$ cat src/rtl/ps2_ascii_fifo.sv
// ps2_ascii_fifo
//   Turns PS/2 set-2 scan bytes into ASCII characters and queues them for
//   the CPU I/O bus in a show-ahead FIFO with a pop handshake.
//
//   Decoder: a four-state FSM tracks the break prefix (F0) and the
//   extended prefix (E0). The left/right Shift keys (12/59) are held as
//   level state. Every other make code is translated and pushed.
//   FIFO: DEPTH entries, all of them usable (count tells full from empty).
//   The head entry is held in a register so that ascii is always valid
//   one cycle after the push or pop that changed it.
//
//   Optional build macro PS2_CAPS_LOCK_EN: Caps Lock (58) toggles a caps
//   register that inverts the case of letters, and adds the caps_led port.
//
// Ports
//   clk        in   system clock, rising edge
//   rst        in   synchronous active-high reset
//   scan_valid in   one-cycle strobe, scan_code holds a new byte
//   scan_code  in   PS/2 set-2 byte
//   rd_en      in   pop the head entry (ignored when empty)
//   ascii      out  head character, 8'h00 when empty
//   fifo_ready out  FIFO non-empty
//   full       out  count == DEPTH
//   overflow   out  sticky, a character was lost to a full FIFO
//   count      out  number of stored entries
//   caps_led   out  caps state (only with PS2_CAPS_LOCK_EN)
module ps2_ascii_fifo #(
  parameter int DEPTH        = 8,
  parameter int AW           = $clog2(DEPTH),
  parameter bit DROP_UNKNOWN = 1'b1
) (
  input  logic          clk,
  input  logic          rst,
  input  logic          scan_valid,
  input  logic [7:0]    scan_code,
  input  logic          rd_en,
  output logic [7:0]    ascii,
  output logic          fifo_ready,
  output logic          full,
  output logic          overflow,
`ifdef PS2_CAPS_LOCK_EN
  output logic [AW:0]   count,
  output logic          caps_led
`else
  output logic [AW:0]   count
`endif
);

  localparam logic [AW:0] DEPTH_C = (AW+1)'(DEPTH);

  typedef enum logic [1:0] {S_IDLE, S_BREAK, S_EXT, S_EXT_BREAK} state_t;

  // Returns {mapped, character}. Letters follow shift XOR caps; everything
  // else only follows shift.
  function automatic logic [8:0] xlate(input logic [7:0] code,
                                       input logic shift,
                                       input logic caps);
    logic [7:0] lc;
    logic       letter;
    logic [8:0] res;
    letter = 1'b1;
    lc     = 8'h00;
    res    = 9'h000;
    case (code)
      8'h1C: lc = "a";  8'h32: lc = "b";  8'h21: lc = "c";  8'h23: lc = "d";
      8'h24: lc = "e";  8'h2B: lc = "f";  8'h34: lc = "g";  8'h33: lc = "h";
      8'h43: lc = "i";  8'h3B: lc = "j";  8'h42: lc = "k";  8'h4B: lc = "l";
      8'h3A: lc = "m";  8'h31: lc = "n";  8'h44: lc = "o";  8'h4D: lc = "p";
      8'h15: lc = "q";  8'h2D: lc = "r";  8'h1B: lc = "s";  8'h2C: lc = "t";
      8'h3C: lc = "u";  8'h2A: lc = "v";  8'h1D: lc = "w";  8'h22: lc = "x";
      8'h35: lc = "y";  8'h1A: lc = "z";
      default: letter = 1'b0;
    endcase
    if (letter) begin
      res = {1'b1, (shift ^ caps) ? (lc - 8'h20) : lc};
    end else begin
      case (code)
        8'h16: res = {1'b1, shift ? 8'("!")  : 8'("1")};
        8'h1E: res = {1'b1, shift ? 8'("@")  : 8'("2")};
        8'h26: res = {1'b1, shift ? 8'("#")  : 8'("3")};
        8'h25: res = {1'b1, shift ? 8'("$")  : 8'("4")};
        8'h2E: res = {1'b1, shift ? 8'("%")  : 8'("5")};
        8'h36: res = {1'b1, shift ? 8'("^")  : 8'("6")};
        8'h3D: res = {1'b1, shift ? 8'("&")  : 8'("7")};
        8'h3E: res = {1'b1, shift ? 8'("*")  : 8'("8")};
        8'h46: res = {1'b1, shift ? 8'("(")  : 8'("9")};
        8'h45: res = {1'b1, shift ? 8'(")")  : 8'("0")};
        8'h0E: res = {1'b1, shift ? 8'("~")  : 8'h60};
        8'h4E: res = {1'b1, shift ? 8'("_")  : 8'("-")};
        8'h55: res = {1'b1, shift ? 8'("+")  : 8'("=")};
        8'h54: res = {1'b1, shift ? 8'("{")  : 8'("[")};
        8'h5B: res = {1'b1, shift ? 8'("}")  : 8'("]")};
        8'h5D: res = {1'b1, shift ? 8'("|")  : 8'h5C};
        8'h4C: res = {1'b1, shift ? 8'(":")  : 8'(";")};
        8'h52: res = {1'b1, shift ? 8'h22    : 8'("'")};
        8'h41: res = {1'b1, shift ? 8'("<")  : 8'(",")};
        8'h49: res = {1'b1, shift ? 8'(">")  : 8'(".")};
        8'h4A: res = {1'b1, shift ? 8'("?")  : 8'("/")};
        8'h29: res = 9'h120;
        8'h5A: res = 9'h10D;
        8'h66: res = 9'h108;
        8'h76: res = 9'h11B;
        8'h0D: res = 9'h109;
        default: res = 9'h000;
      endcase
    end
    return res;
  endfunction

  // ---------------------------------------------------------------- decoder
  state_t state_reg, state_next;
  logic   shift_l_reg, shift_l_next;
  logic   shift_r_reg, shift_r_next;
  logic   caps_cur;
  logic   push_req;
  logic [7:0] push_data;
  logic [8:0] xl;

`ifdef PS2_CAPS_LOCK_EN
  logic caps_reg, caps_next;
  assign caps_cur = caps_reg;
  assign caps_led = caps_reg;
`else
  assign caps_cur = 1'b0;
`endif

  always_ff @(posedge clk) begin
    if (rst) begin
      state_reg   <= S_IDLE;
      shift_l_reg <= 1'b0;
      shift_r_reg <= 1'b0;
`ifdef PS2_CAPS_LOCK_EN
      caps_reg    <= 1'b0;
`endif
    end else begin
      state_reg   <= state_next;
      shift_l_reg <= shift_l_next;
      shift_r_reg <= shift_r_next;
`ifdef PS2_CAPS_LOCK_EN
      caps_reg    <= caps_next;
`endif
    end
  end

  always_comb begin
    state_next   = state_reg;
    shift_l_next = shift_l_reg;
    shift_r_next = shift_r_reg;
`ifdef PS2_CAPS_LOCK_EN
    caps_next    = caps_reg;
`endif
    if (scan_valid) begin
      case (state_reg)
        S_IDLE: begin
          if (scan_code == 8'hF0)      state_next   = S_BREAK;
          else if (scan_code == 8'hE0) state_next   = S_EXT;
          else if (scan_code == 8'h12) shift_l_next = 1'b1;
          else if (scan_code == 8'h59) shift_r_next = 1'b1;
`ifdef PS2_CAPS_LOCK_EN
          else if (scan_code == 8'h58) caps_next    = ~caps_reg;
`endif
        end
        S_BREAK: begin
          if (scan_code == 8'h12) shift_l_next = 1'b0;
          if (scan_code == 8'h59) shift_r_next = 1'b0;
          state_next = S_IDLE;
        end
        S_EXT: begin
          if (scan_code == 8'hF0)      state_next = S_EXT_BREAK;
          else if (scan_code == 8'hE0) state_next = S_EXT;
          else                         state_next = S_IDLE;
        end
        default: state_next = S_IDLE;
      endcase
    end
  end

  assign xl = xlate(scan_code, shift_l_reg | shift_r_reg, caps_cur);

  always_comb begin
    push_req  = 1'b0;
    push_data = 8'h00;
    if (scan_valid) begin
      if (state_reg == S_IDLE) begin
        if (scan_code != 8'hF0 && scan_code != 8'hE0 &&
            scan_code != 8'h12 && scan_code != 8'h59
`ifdef PS2_CAPS_LOCK_EN
            && scan_code != 8'h58
`endif
           ) begin
          if (xl[8]) begin
            push_req  = 1'b1;
            push_data = xl[7:0];
          end else if (!DROP_UNKNOWN) begin
            push_req  = 1'b1;
            push_data = 8'h7F;
          end
        end
      end else if (state_reg == S_EXT && scan_code == 8'h5A) begin
        push_req  = 1'b1;
        push_data = 8'h0D;
      end
    end
  end

  // ------------------------------------------------------------------- FIFO
  logic [7:0]  mem [DEPTH];
  logic [AW-1:0] wptr_reg, rptr_reg, rptr_next;
  logic [AW:0]   count_reg, count_next;
  logic [7:0]    head_reg, head_next;
  logic          ovf_reg;
  logic          do_pop, do_push;

  assign do_pop    = rd_en && (count_reg != '0);
  // A full FIFO still accepts a push when the same cycle frees a slot.
  assign do_push   = push_req && ((count_reg != DEPTH_C) || do_pop);
  assign rptr_next = rptr_reg + AW'(do_pop);

  always_comb begin
    count_next = count_reg;
    if (do_push && !do_pop)      count_next = count_reg + 1'b1;
    else if (do_pop && !do_push) count_next = count_reg - 1'b1;
  end

  // The head register looks at the entry that will be at the read pointer
  // after this edge. If that slot is being written right now (the FIFO
  // drains to empty and refills in this cycle), take the new data directly.
  always_comb begin
    if (count_next == '0)
      head_next = 8'h00;
    else if (do_push && (wptr_reg == rptr_next))
      head_next = push_data;
    else
      head_next = mem[rptr_next];
  end

  always_ff @(posedge clk) begin
    if (do_push && !rst) mem[wptr_reg] <= push_data;
  end

  always_ff @(posedge clk) begin
    if (rst) begin
      wptr_reg  <= '0;
      rptr_reg  <= '0;
      count_reg <= '0;
      head_reg  <= 8'h00;
      ovf_reg   <= 1'b0;
    end else begin
      if (do_push) wptr_reg <= wptr_reg + 1'b1;
      rptr_reg  <= rptr_next;
      count_reg <= count_next;
      head_reg  <= head_next;
      if (push_req && !do_push) ovf_reg <= 1'b1;
    end
  end

  assign ascii      = head_reg;
  assign fifo_ready = (count_reg != '0);
  assign full       = (count_reg == DEPTH_C);
  assign overflow   = ovf_reg;
  assign count      = count_reg;

endmodule

$ cat config.mk
export PLATFORM = sky130hd
export DESIGN_NAME = ps2_ascii_fifo
export DESIGN_NICKNAME = d
export VERILOG_FILES = /design/src/rtl/ps2_ascii_fifo.sv
export SDC_FILE = /design/constraint.sdc
export NUM_CORES = 1
export LEC_CHECK = 0
export ABC_AREA = 1
export CAP_MARGIN = 20
export CORE_AREA = 2 2 92 94
export DETAILED_ROUTE_END_ITERATION = 16
export DIE_AREA = 0 0 94 96
export MAX_ROUTING_LAYER = met4
export PLACE_DENSITY = 0.79
export SYNTH_ARGS = -nofsm -noshare
export SYNTH_HDL_FRONTEND = slang
export SYNTH_SLANG_ARGS = --single-unit
$ cat constraint.sdc
create_clock -name clk -period 6.5 [get_ports clk]
set_input_delay 0.65 -clock clk [delete_from_list [all_inputs] [get_ports clk]]
set_output_delay 0.65 -clock clk [all_outputs]
set_load 0.01 [all_outputs]
# Yosys cells after proc, flatten, opt, wreduce, memory -nomap -nowiden
# Memories as Yosys holds them, arrays and structs flattened. A register that Yosys moved wholly into a read port is not among the register bits.
# Index checks and enable logic that the tools add are counted.
[word_totals]
ram_bits = 64
out_inout_bits = 15
in_bits = 12
reg_bits = 15
memories = 1
[mem_list]
columns = ["name", "words", "word_bits", "rd", "rd_ports_with_merged_regs", "wr", "line", "source"]
rows = [
  ["mem", 8, 8, 1, 1, 1, "207", "logic [7:0] mem [DEPTH];"],
]
[classes]
n_reduce_logical = 23
muxes = 56
bitwise_logic = 1
n_addsub = 5
n_eq_ne = 72
[op_table]
columns = ["cell", "count"]
rows = [
  ["case mux 9 bit (26 select lines)", 1],
  ["== test 8 x 6 -> 1 bit (second input constant)", 23],
  ["case mux 7 bit (26 select lines)", 1],
  ["== test 8 x 7 -> 1 bit (second input constant)", 21],
  ["two-way mux 5 bit", 13],
  ["== test 8 x 5 -> 1 bit (second input constant)", 8],
  ["two-way mux 8 bit", 5],
  ["OR reduction 26 bit", 1],
  ["two-way mux 7 bit", 3],
  ["two-way mux 1 bit", 18],
  ["two-way mux 6 bit", 3],
  ["== test 8 x 4 -> 1 bit (second input constant)", 2],
  ["== test 8 bit (second input constant)", 2],
  ["!= test 8 bit (second input constant)", 2],
  ["!= test 2 bit (second input constant)", 7],
  ["two-way mux 4 bit", 3],
  ["logical AND 1 bit", 10],
  ["two-way mux 9 bit", 1],
  ["two-way mux 2 bit", 4],
  ["!= test 8 x 5 -> 1 bit (second input constant)", 1],
  ["!= test 8 x 7 -> 1 bit (second input constant)", 1],
  ["subtractor 8 x 6 -> 8 bit (second input constant)", 1],
  ["AND reduction 7 bit", 1],
  ["AND reduction 6 bit", 1],
  ["21 further kinds", 24],
]

# Depth between registers and ports, before layout
# Gate-level depths: netlist of run 1.
[logic_depth]
ltp_word = 16
ltp_mapped = 22
depth_no_buf = 21

# Worst setup path after synthesis of run 1
# OpenSTA, ideal clock, no wires.
[synth_timing]
path_type = "input -> register"
startpoint = "input port scan_code[5]"
endpoint = "memory mem[0][0], enable pin"
setup_ns = 0.395
slack_ns = 3.182
path_stages = 14
arrival_time_ns = 2.924
path_cell_list = "buf_2 inv_1 nand2_1 nor2_2 buf_6 nand2_1 o21ai_1 nor2_1 nand3_1 nor2_1 nand3_4 nand3_4 or2_2 nor4_1"
[synth_between]
elab_chain_cells = 12
[synth_lines]
columns = ["element", "line", "source"]
rows = [
  ["start, declared", "35", "input logic [7:0] scan_code,"],
  ["== test 8 x 5 -> 1 bit (tied with other cells)", "64", "case (code)"],
  ["OR reduction 26 bit (no source line)", "n/a", ""],
  ["two-way mux 1 bit", "64", ""],
  ["two-way mux 9 bit", "74", "if (letter) begin"],
  ["two-way mux 1 bit", "191", "if (xl[8]) begin"],
  ["two-way mux 1 bit", "185", "if (scan_code != 8'hF0 && scan_code != 8'hE0 &&"],
  ["two-way mux 1 bit (*)", "184", "if (state_reg == S_IDLE) begin"],
  ["two-way mux 1 bit (*)", "183", "if (scan_valid) begin"],
  ["logical AND 1 bit (*)", "216", "assign do_push = push_req && ((count_reg != DEPTH_C) || do_pop);"],
  ["logical AND 1 bit (*)", "238", "if (do_push && !rst) mem[wptr_reg] <= push_data;"],
  ["two-way mux 1 bit (*)", "238", ""],
  ["two-way mux 1 bit (implied by the code) (*)", "238", ""],
  ["end, declared", "207", ""],
]
# Every way passes the cells marked *; elsewhere a longest branch is shown, timed or not.

# Final worst setup path of run 1
[layout_timing]
startpoint = "input port scan_code[5]"
endpoint = "memory mem[7][7], enable pin"
# The elaborated chain is that of the path after synthesis.

==> results of run 1 <==
## critical path: cells and delay by family
kind	cells	cell delay [ps]
buf+inv	3	1020
simple gates	11	2080
## placed cells by master (no fill, tap or decap), types with 5 or more instances in the layout
cell / synthesis / final
buf_4: 0 / 9
nor3_1: 13 / 13
clkbuf_8: 0 / 9
a21oi_1: 26 / 26
nor4_1: 10 / 10
edfxtp_1: 64 / 64
o221ai_1: 8 / 8
nand2_1: 107 / 107
o21ai_0: 52 / 52
dfxtp_1: 23 / 23
ha_1: 7 / 7
nand3_1: 30 / 30
o22ai_1: 8 / 8
nor2_2: 10 / 10
nor2_1: 110 / 110
xnor2_1: 5 / 5
inv_1: 41 / 41
clkdlybuf4s50_1: 0 / 26
## area by class of cell
cell class                 count  area, um^2  area share, %
sequential                    87        2380           44.8
multi-input combinational    423        2100           39.5
timing repair buffer          36         333           6.26
inverter                      44         165           3.11
tap                          105         131           2.47
clock buffer                   9         124           2.33
clock inverter                 7        80.1           1.51
## per-layer routing
layer | share of wire (%) | track usage (%) | wire (um)
met1 | 42 | 36.1 | 5140
met2 | 49 | 49.3 | 6060
met3 | 5.3 | 4.46 | 655
met4 | 3.5 | 13.8 | 426
met5 | 0 | - | 0
## kinds of logic (layout without fill, tap and decap cells)
group           Yosys count  count (layout)  synth area share (%)
buf+inv                  61              96                  5.06
simple gates            299             299                  28.0
fa+ha+maj                 7               7                  1.85
compound gates          111             111                  13.5
xor+xnor                  6               6                  1.11
flops                    87              87                  50.4
## power breakdown
part | switching, W | total, W | internal (W)
registers | 0.0000249 | 0.000655 | 0.000630
clock network | 0.000221 | 0.000373 | 0.000152
logic | 0.000491 | 0.000775 | 0.000284
total | 0.000737 | 0.00180 | 0.00107
## how the worst max path moves through the flow
| stage | depth (start not counted) | start | slack [ps] | end |
|---|---|---|---|---|
| floorplan | 14 | scan_code[5] | 3180 | mem[0][0] |
| global placement | 13 | scan_code[5] | 2210 | mem[1][7] |
| detailed placement | 15 | scan_code[4] | 2460 | mem[7][1] |
| CTS | 14 | scan_code[5] | 2830 | mem[7][7] |
| global route | 15 | scan_code[4] | 2540 | mem[7][7] |
| finish | 14 | scan_code[5] | 2800 | mem[7][7] |
## per-stage QoR
| stage | power (W) | utilization, % |
|---|---|---|
| global placement | 0.00141 | 63.2 |
| detailed placement | 0.00144 | 63.5 |
| finish | 0.00180 | 66.1 |
| floorplan | 0.00120 | - |
| global route | 0.00192 | 66.1 |
| CTS | 0.00181 | 66.1 |
==> reports/qor.txt, run 1 <==
DP HPWL: 9130 um
Worst Setup Slack, final: 2800 ps
Post-synth EDFFs: 64
CP endpoint kind: flip-flop
Worst slew margin: 35.0%
Synth top cells by count: nor2_1, nand2_1, edfxtp_1
Slowest-stage cell, CP: clkdlybuf4s50_1
Final setup violation count: 0
Slew @ Worst Pin: 974 ps
Reg clk slew, reported paths: 100 ps
CP Cell Sequence: clkdlybuf4s50_1, nand2_1, nor2_2, nand2_1, nand2_1, nor2_1, nand3_1, nor2_1, nand3_4, nand3_4, inv_1, nand3_1, nor3_1, buf_2
Max Cap Viol: 0
Area leader, netlist: edfxtp_1
Reg-to-reg startpoint: count[0]
Worst hold path type: reg -> reg
Post-DRT Antenna Nets: 0
Placed inst area: 5110 um^2
Standard-cell row count: 33
Final hold vios: 0
Clock Skews: 18.3 ps
Setup WS pre-CTS: 2460 ps
Hold-critical path endpoint: shift_r_reg
Die width: 94 um
WP data required: 6570 ps
R2R Setup Slk: 3010 ps
Layout area overhead: 12.6%
Most common cell on crit path: nand2_1
Num CTS Buffers: 9
Share of the synthesized area in the top cell type: 40.7%
Finished Layout Cells: 711
Fill cells: 695
R2r worst-path depth: 14
H-Tree Depth: 3
Hold buffer count at cts: 0
Ant. Diodes: 0
Latest clock arrival within the worst-skew pair: 370 ps
Die ar.: 9020 um^2
Number of port buffers: 26
Setup Crit Path Kind: in -> reg
Final setup TNS: 0 ps
Crit path time final: 3700 ps
Syn Inst Count: 571
Root buf cell: clkbuf_8
WL per Instance: 17.3 um
Fmax: 270 MHz
Clock sink count: 87
RSZ-0062 raised after global routing: no
WP data arrival: 3770 ps
Count of different cell masters after synthesis: 41
Syn Area/Cell: 8.27 um^2
Initial antenna violation count: 0
Core ar.: 8050 um^2
Grt total ovfl: 0
Final hold slack: 498 ps
Die Y: 96 um
Final Wtd Congestion: 0.953
IO Count: 27
CP max stage delay: 640 ps
Residual DRC: 0
Initial core utilization: 58.7%
Final worst-path cycle share: 57.0%
Outcome: finished, final reports clean
Layout cells sized above 1: 8.58%
Largest cells by area after synthesis: edfxtp_1, dfxtp_1, nor2_1
Setup Fix Bufs, Post-CTS: 0
HP Start: state_reg[0]
Max-slew violation count: 0
Inst Count DP: 695
Nets@finish: 620
Max FFs per register: 64
First-pass GRT wire length: 19800 um
Post-synthesis register bit count: 87
Vias: 4191
Pwr Density: 339 nW/um^2
Iteration-0 DRC Markers: 288
Largest net degree at the start of global routing: 35
Total GRT Usage: 29.7%
P_leak: 2.15 nW
Yosys warnings: 0
CTS max path bufs: 2
Worst r2r dst: ascii[6]
Vias in the first global route: 4100
Sequential area share after synthesis: 50.4%
CTS tree: yes
Async set or reset register ratio after synthesis: 0%
Most common cell in the netlist: nor2_1
Worst Path Max Fanout: 9
Crit path launch type: primary input
Design Area, Final: 5320 um^2
Vias per cell: 5.89
Post-synth top flop: edfxtp_1
Syn Nets: 590
Netlist Area Pre-Place: 4720 um^2
1st-pass router iterations: 5
Hold path cells: 1
Drt total wl: 12300 um
IR Drop Worst-Case VDD: 0.000253 V
Resize count post-CTS: 0
(Power assumes the default switching activity.)
==> inputs of run 2 (changes only) <==
==> constraint.sdc (replaced) <==
create_clock -name clk -period 3.6 [get_ports clk]
set_input_delay 0.36 -clock clk [delete_from_list [all_inputs] [get_ports clk]]
set_output_delay 0.36 -clock clk [all_outputs]
set_load 0.01 [all_outputs]
==> run 2 against run 1 <==
Power is 86% higher. Clock skew fell by 4.1 ps. Final area grew 1.9%. Setup slack worse by 2400 ps. Cell count grew 2.0%. Critical endpoint is now ascii[1]. Via count is 3.2% higher. Flip-flop and latch count unchanged. Register-to-register slack got worse by 2600 ps. Combinational power is 90% higher. Global-route usage increased by 1.2 points. Core utilization increased by 1.2 points. Highest routed layer unchanged.
==> reports/qor.txt, run 2 (synthesis results as in run 1) <==
Outcome: finished, final reports clean
Setup Crit Path Kind: reg -> reg
Layout area overhead: 14.7%
WP data arrival: 3410 ps (-360 ps)
Final hold vios: 0 (unchanged)
Crit path launch type: flip-flop
CTS max path bufs: 2 (unchanged)
CP endpoint kind: flip-flop
Hold path cells: 2 (+1)
Die Y: 96 um (unchanged)
Initial antenna violation count: 0 (unchanged)
Most common cell after layout, fill and taps aside: nor2_1
Setup WS pre-CTS: 228 ps (-2230 ps)
Layout cells sized above 1: 10.6% (+2.1 points)
Reg clk slew, reported paths: 100 ps (about the same)
Root buf cell: clkbuf_8
Max-slew violation count: 0 (unchanged)
Final Wtd Congestion: 0.978 (+2.7%)
Finished Layout Cells: 725 (+2.0%)
Final core occ: 67.3% (+1.2 points)
Grt total ovfl: 0 (unchanged)
WP data required: 3850 ps (-2720 ps)
Crit path time final: 3160 ps
Clock Skews: 14.2 ps (-4.07 ps)
Num CTS Buffers: 9 (unchanged)
Worst hold path type: reg -> reg
CTS tree: yes
Final worst-path cycle share: 87.8%
Ant. Diodes: 0 (unchanged)
Core ar.: 8050 um^2 (unchanged)
Total power: 0.00334 W (+86%)
Total GRT Usage: 30.9% (+1.2 points)
First-pass GRT wire length: 20600 um (+4.2%)
R2r worst-path depth: 15 (+1)
Setup Fix Bufs, Post-CTS: 0 (unchanged)
IR Drop Worst-Case VDD: 0.000530 V (+110%)
Number of port buffers: 26 (unchanged)
H-Tree Depth: 3 (unchanged)
Die ar.: 9020 um^2 (unchanged)
RSZ-0062 raised after global routing: no
Resize count post-CTS: 0 (unchanged)
Hold buffer count at cts: 0 (unchanged)
Worst Setup Slack, final: 440 ps (-2360 ps)
Max FFs per register: 64 (unchanged)
Drt total wl: 12900 um (+5.4%)
Max Cap Viol: 0 (unchanged)
Final setup violation count: 0 (unchanged)
Standard-cell row count: 33 (unchanged)
Vias: 4325 (+3.2%)
Initial core utilization: 58.7% (unchanged)
Die width: 94 um (unchanged)
Pwr Density: 617 nW/um^2 (+82%)
DP HPWL: 9500 um (+4.1%)
Fill cells: 672 (-3.3%)
Iteration-0 DRC Markers: 294 (+2.1%)
Vias in the first global route: 4207 (+2.6%)
Area of the multi-input gates: 2100 um^2 (unchanged)
Vias per cell: 5.97 (+1.2%)
Nets@finish: 634 (+2.3%)
Largest net degree at the start of global routing: 34 (-2.9%)
Worst Path Max Fanout: 11 (+2)
Most frequent cells in the layout: nor2_1, nand2_1, edfxtp_1, o21ai_0, inv_1
Clock sink count: 87 (unchanged)
IO Count: 27 (unchanged)
Latest clock arrival within the worst-skew pair: 360 ps (about the same)
Slew @ Worst Pin: 686 ps (-288 ps)
WL per Instance: 17.9 um (+3.4%)
Final setup TNS: 0 ps (unchanged)
Post-DRT Antenna Nets: 0 (unchanged)
Inst Count DP: 709 (+2.0%)
Residual DRC: 0 (unchanged)
1st-pass router iterations: 5 (unchanged)
Register area: 2380 um^2 (unchanged)
P_leak: 2.22 nW (+3.2%)
Fmax: 316 MHz
Worst slew margin: 54.1% (+19 points)
-- run 2: cell count changes in the layout (fill, tap and decap cells not counted) --
cell      before  now
buf_4          9   24
inv_6          0    2
buf_2          1    0
clkinv_4       2    1
clkinv_8       2    1
-- run 2: routing by layer --
metal | routed length (um) | up-vias | global-route usage [%]
met2 | 6450 | 206 | 53.0
met4 | 555 | 0 | 14.1
met5 | 0 | - | -
met1 | 5050 | 2018 | 36.0
li1 | - | 2059 | -
met3 | 886 | 42 | 4.86
-- run 2: report_power, final --
part           total (W)  internal, W  switching (W)  leakage [nW]
logic            0.00147     0.000539       0.000936          1.34
clock network   0.000683     0.000273       0.000410        0.0970
registers        0.00119      0.00114      0.0000496         0.783
-- run 2: layout make-up --
cell class              instances  area share, %
clock buffers                   9           2.29
flip-flops and latches         87           44.0
inverters                      44           3.05
well taps                     105           2.42
clock inverters                 7           1.34
multi-input cells             423           38.8
repair buffers                 50           8.13
-- run 2: path summary, 6_finish.rpt --
| kind | end | start | slack (ps) |
|---|---|---|---|
| worst max-delay path | ascii[1] | count[0] | 440 |
| worst min-delay path | shift_r_reg | shift_r_reg | 500 |
| worst max register to register | ascii[1] | count[0] | 440 |
| worst min register to register | shift_r_reg | shift_r_reg | 500 |
-- run 2: worst max-delay path, cell delays in order (launching register included) --
cell      delay [ps]
dfxtp_1          380
inv_1            120
ha_1             220
nand3_1          120
nand2_1          170
inv_1            140
ha_1             210
ha_1             560
inv_1            270
buf_4            240
o21ai_0           90
o221ai_1         120
o21ai_0           90
nor2_1            70
a21oi_1          160
nor2_1            80
-- run 2: through the flow --
| stage | hold WS [ps] | area, um^2 |
|---|---|---|
| finish | 502 | 5420 |
| global route | 537 | 5420 |
| CTS | 503 | 5420 |
| detailed placement | 477 | 5220 |
| global placement | 463 | 5220 |
| floorplan | 455 | 4720 |
==> inputs of run 3 (changes only) <==
--- a/config.mk
+++ b/config.mk
@@ -7,11 +7,10 @@
 export LEC_CHECK = 0
 export ABC_AREA = 1
 export CAP_MARGIN = 20
-export CORE_AREA = 2 2 92 94
+export CORE_AREA = 2 2 108 110
 export DETAILED_ROUTE_END_ITERATION = 16
-export DIE_AREA = 0 0 94 96
+export DIE_AREA = 0 0 110 112
 export MAX_ROUTING_LAYER = met4
-export PLACE_DENSITY = 0.79
 export SYNTH_ARGS = -nofsm -noshare
 export SYNTH_HDL_FRONTEND = slang
 export SYNTH_SLANG_ARGS = --single-unit
==> run 3 against run 2 <==
Combinational power shrank 3%. Cell count grew 5.8%. Largest power group unchanged. Clock power grew 35%. Largest cell class unchanged. Count of clock-buffer cells in the layout is the same. Die area grew 37%. Highest routed layer unchanged.
==> reports/qor.txt, run 3 (synthesis results as in run 1) <==
Outcome: finished, final reports clean
M2 GR Usage: 35.5% (-17 points)
Max Cap Viol: 0 (unchanged)
Finished Layout Cells: 767 (+5.8%)
Resize count post-CTS: 0 (unchanged)
Final hold vios: 0 (unchanged)
Final Wtd Congestion: 0.978 (unchanged)
Fmax: 317 MHz (+0.13%)
CTS tree: yes
WP data arrival: 3200 ps (-210 ps)
P_leak: 2.28 nW (+3.1%)
Die Y: 112 um (+17%)
Root buf cell: clkbuf_16
Latest clock arrival within the worst-skew pair: 340 ps (-20 ps)
Ant. Diodes: 0 (unchanged)
Grt total ovfl: 0 (unchanged)
Setup Crit Path Kind: in -> reg
IR Drop Worst-Case VDD: 0.000551 V (+4.0%)
Final worst-path cycle share: 87.6% (-0.12 points)
Standard-cell row count: 39 (+18%)
Clock sink count: 87 (unchanged)
Pwr Density: 630 nW/um^2 (+2.1%)
Vias in the first global route: 4048 (-3.8%)
Total GRT Usage: 22.8% (-8.1 points)
Setup Fix Bufs, Post-CTS: 0 (unchanged)
Vias per cell: 5.44 (-8.8%)
Met3 Usage GRT: 4.22% (-0.64 points)
Hold buffer count at cts: 0 (unchanged)
RSZ-0062 raised after global routing: no
Area of the multi-input gates: 2120 um^2 (+0.59%)
First-pass GRT wire length: 20800 um (+0.77%)
Crit path launch type: primary input
Core ar.: 11200 um^2 (+39%)
Reg clk slew, reported paths: 70 ps (-30 ps)
Most frequent cells in the layout: nor2_1, nand2_1, edfxtp_1, o21ai_0, inv_1
WL per Instance: 16.6 um (-7.3%)
Final hold slack: 488 ps (-13.6 ps)
Drt total wl: 12700 um (-1.9%)
Die ar.: 12300 um^2 (+37%)
Inst Count DP: 751 (+5.9%)
Die width: 110 um (+17%)
Number of port buffers: 26 (unchanged)
Iteration-0 DRC Markers: 339 (+15%)
Num CTS Buffers: 9 (unchanged)
Initial antenna violation count: 0 (unchanged)
Initial core utilization: 42.3% (-16 points)
Final setup TNS: 0 ps (unchanged)
CP endpoint kind: flip-flop
Post-DRT Antenna Nets: 0 (unchanged)
Design Area, Final: 5610 um^2 (+3.6%)
Placed inst area: 5310 um^2 (+1.7%)
Max-slew violation count: 0 (unchanged)
Worst hold path type: reg -> reg
Slew @ Worst Pin: 710 ps (+24.3 ps)
Worst slew margin: 52.5% (-1.6 points)
Layout area overhead: 18.8%
Total power: 0.00354 W (+5.8%)
DP HPWL: 9630 um (+1.3%)
Residual DRC: 0 (unchanged)
Vias: 4174 (-3.5%)
1st-pass router iterations: 7 (+2)
Max FFs per register: 64 (unchanged)
Fill cells: 1099 (+64%)
Crit path time final: 3160 ps (-4.24 ps)
Largest net degree at the start of global routing: 34 (unchanged)
Worst Path Max Fanout: 14 (+3)
Hold path cells: 1 (-1)
Final setup violation count: 0 (unchanged)
IO Count: 27 (unchanged)
Nets@finish: 638 (+0.63%)
WP data required: 3640 ps (-210 ps)
Register area: 2380 um^2 (unchanged)
H-Tree Depth: 3 (unchanged)
CTS max path bufs: 2 (unchanged)
GR peak layer: met2
R2r worst-path depth: 15 (unchanged)
GR met1 Demand/Resource: 30.1% (-5.9 points)
Clock Skews: 13.4 ps (-0.807 ps)
Most common cell after layout, fill and taps aside: nor2_1
Layout cells sized above 1: 11.5% (+0.89 points)
[run 3: cell count changes in the layout (fill, tap and decap cells not counted), sizes merged]
cell	previous run	this run
inv	48	47
buf	24	28
clkinv	2	3
[run 3: final timing paths]
check,from,endpoint,slack [ps]
hold reg to reg,overflow,overflow,490
setup / recovery,scan_code[5],mem[3][4],440
setup reg to reg,count[0],ascii[4],630
hold / removal,overflow,overflow,490
[run 3: per-stage QoR]
| stage | worst slack, ps | utilization (%) |
|---|---|---|
| global route | 228 | 50.2 |
| finish | 445 | 50.2 |
| floorplan | 572 | - |
| global placement | 165 | 47.5 |
| detailed placement | 127 | 47.5 |
| CTS | 481 | 50.2 |
[run 3: power by group]
group	switching [W]	internal (W)	leakage (nW)
Sequential	0.0000453	0.00114	0.783
Clock	0.000433	0.000491	0.144
Combinational	0.000878	0.000552	1.36
[run 3: cell type report]
class | count | share of cell area, %
Inverter | 44 | 2.94
Timing Repair Buffer | 54 | 8.38
Multi-Input combinational cell | 423 | 37.7
Tap cell | 143 | 3.19
Sequential cell | 87 | 42.4
Clock inverter | 7 | 1.34
Clock buffer | 9 | 4.01
[run 3: routing by layer]
| metal | wire, um | share of wire, % |
|---|---|---|
| met1 | 5730 | 45 |
| met2 | 6160 | 49 |
| met3 | 541 | 4.3 |
| met4 | 267 | 2.1 |
| met5 | 0 | 0 |
[run 3: worst max-delay path, cell delays in order]
cell and delay (ps):
clkdlybuf4s50_1 530, inv_1 120, nand2_1 70, nor2_2 500
nand3_1 250, nand2_1 120, nor2_1 50, nand3_1 90
nor2_2 100, nand3_4 120, nand3_4 110, inv_1 90
nand3_1 140, nor3_1 300, buf_4 230
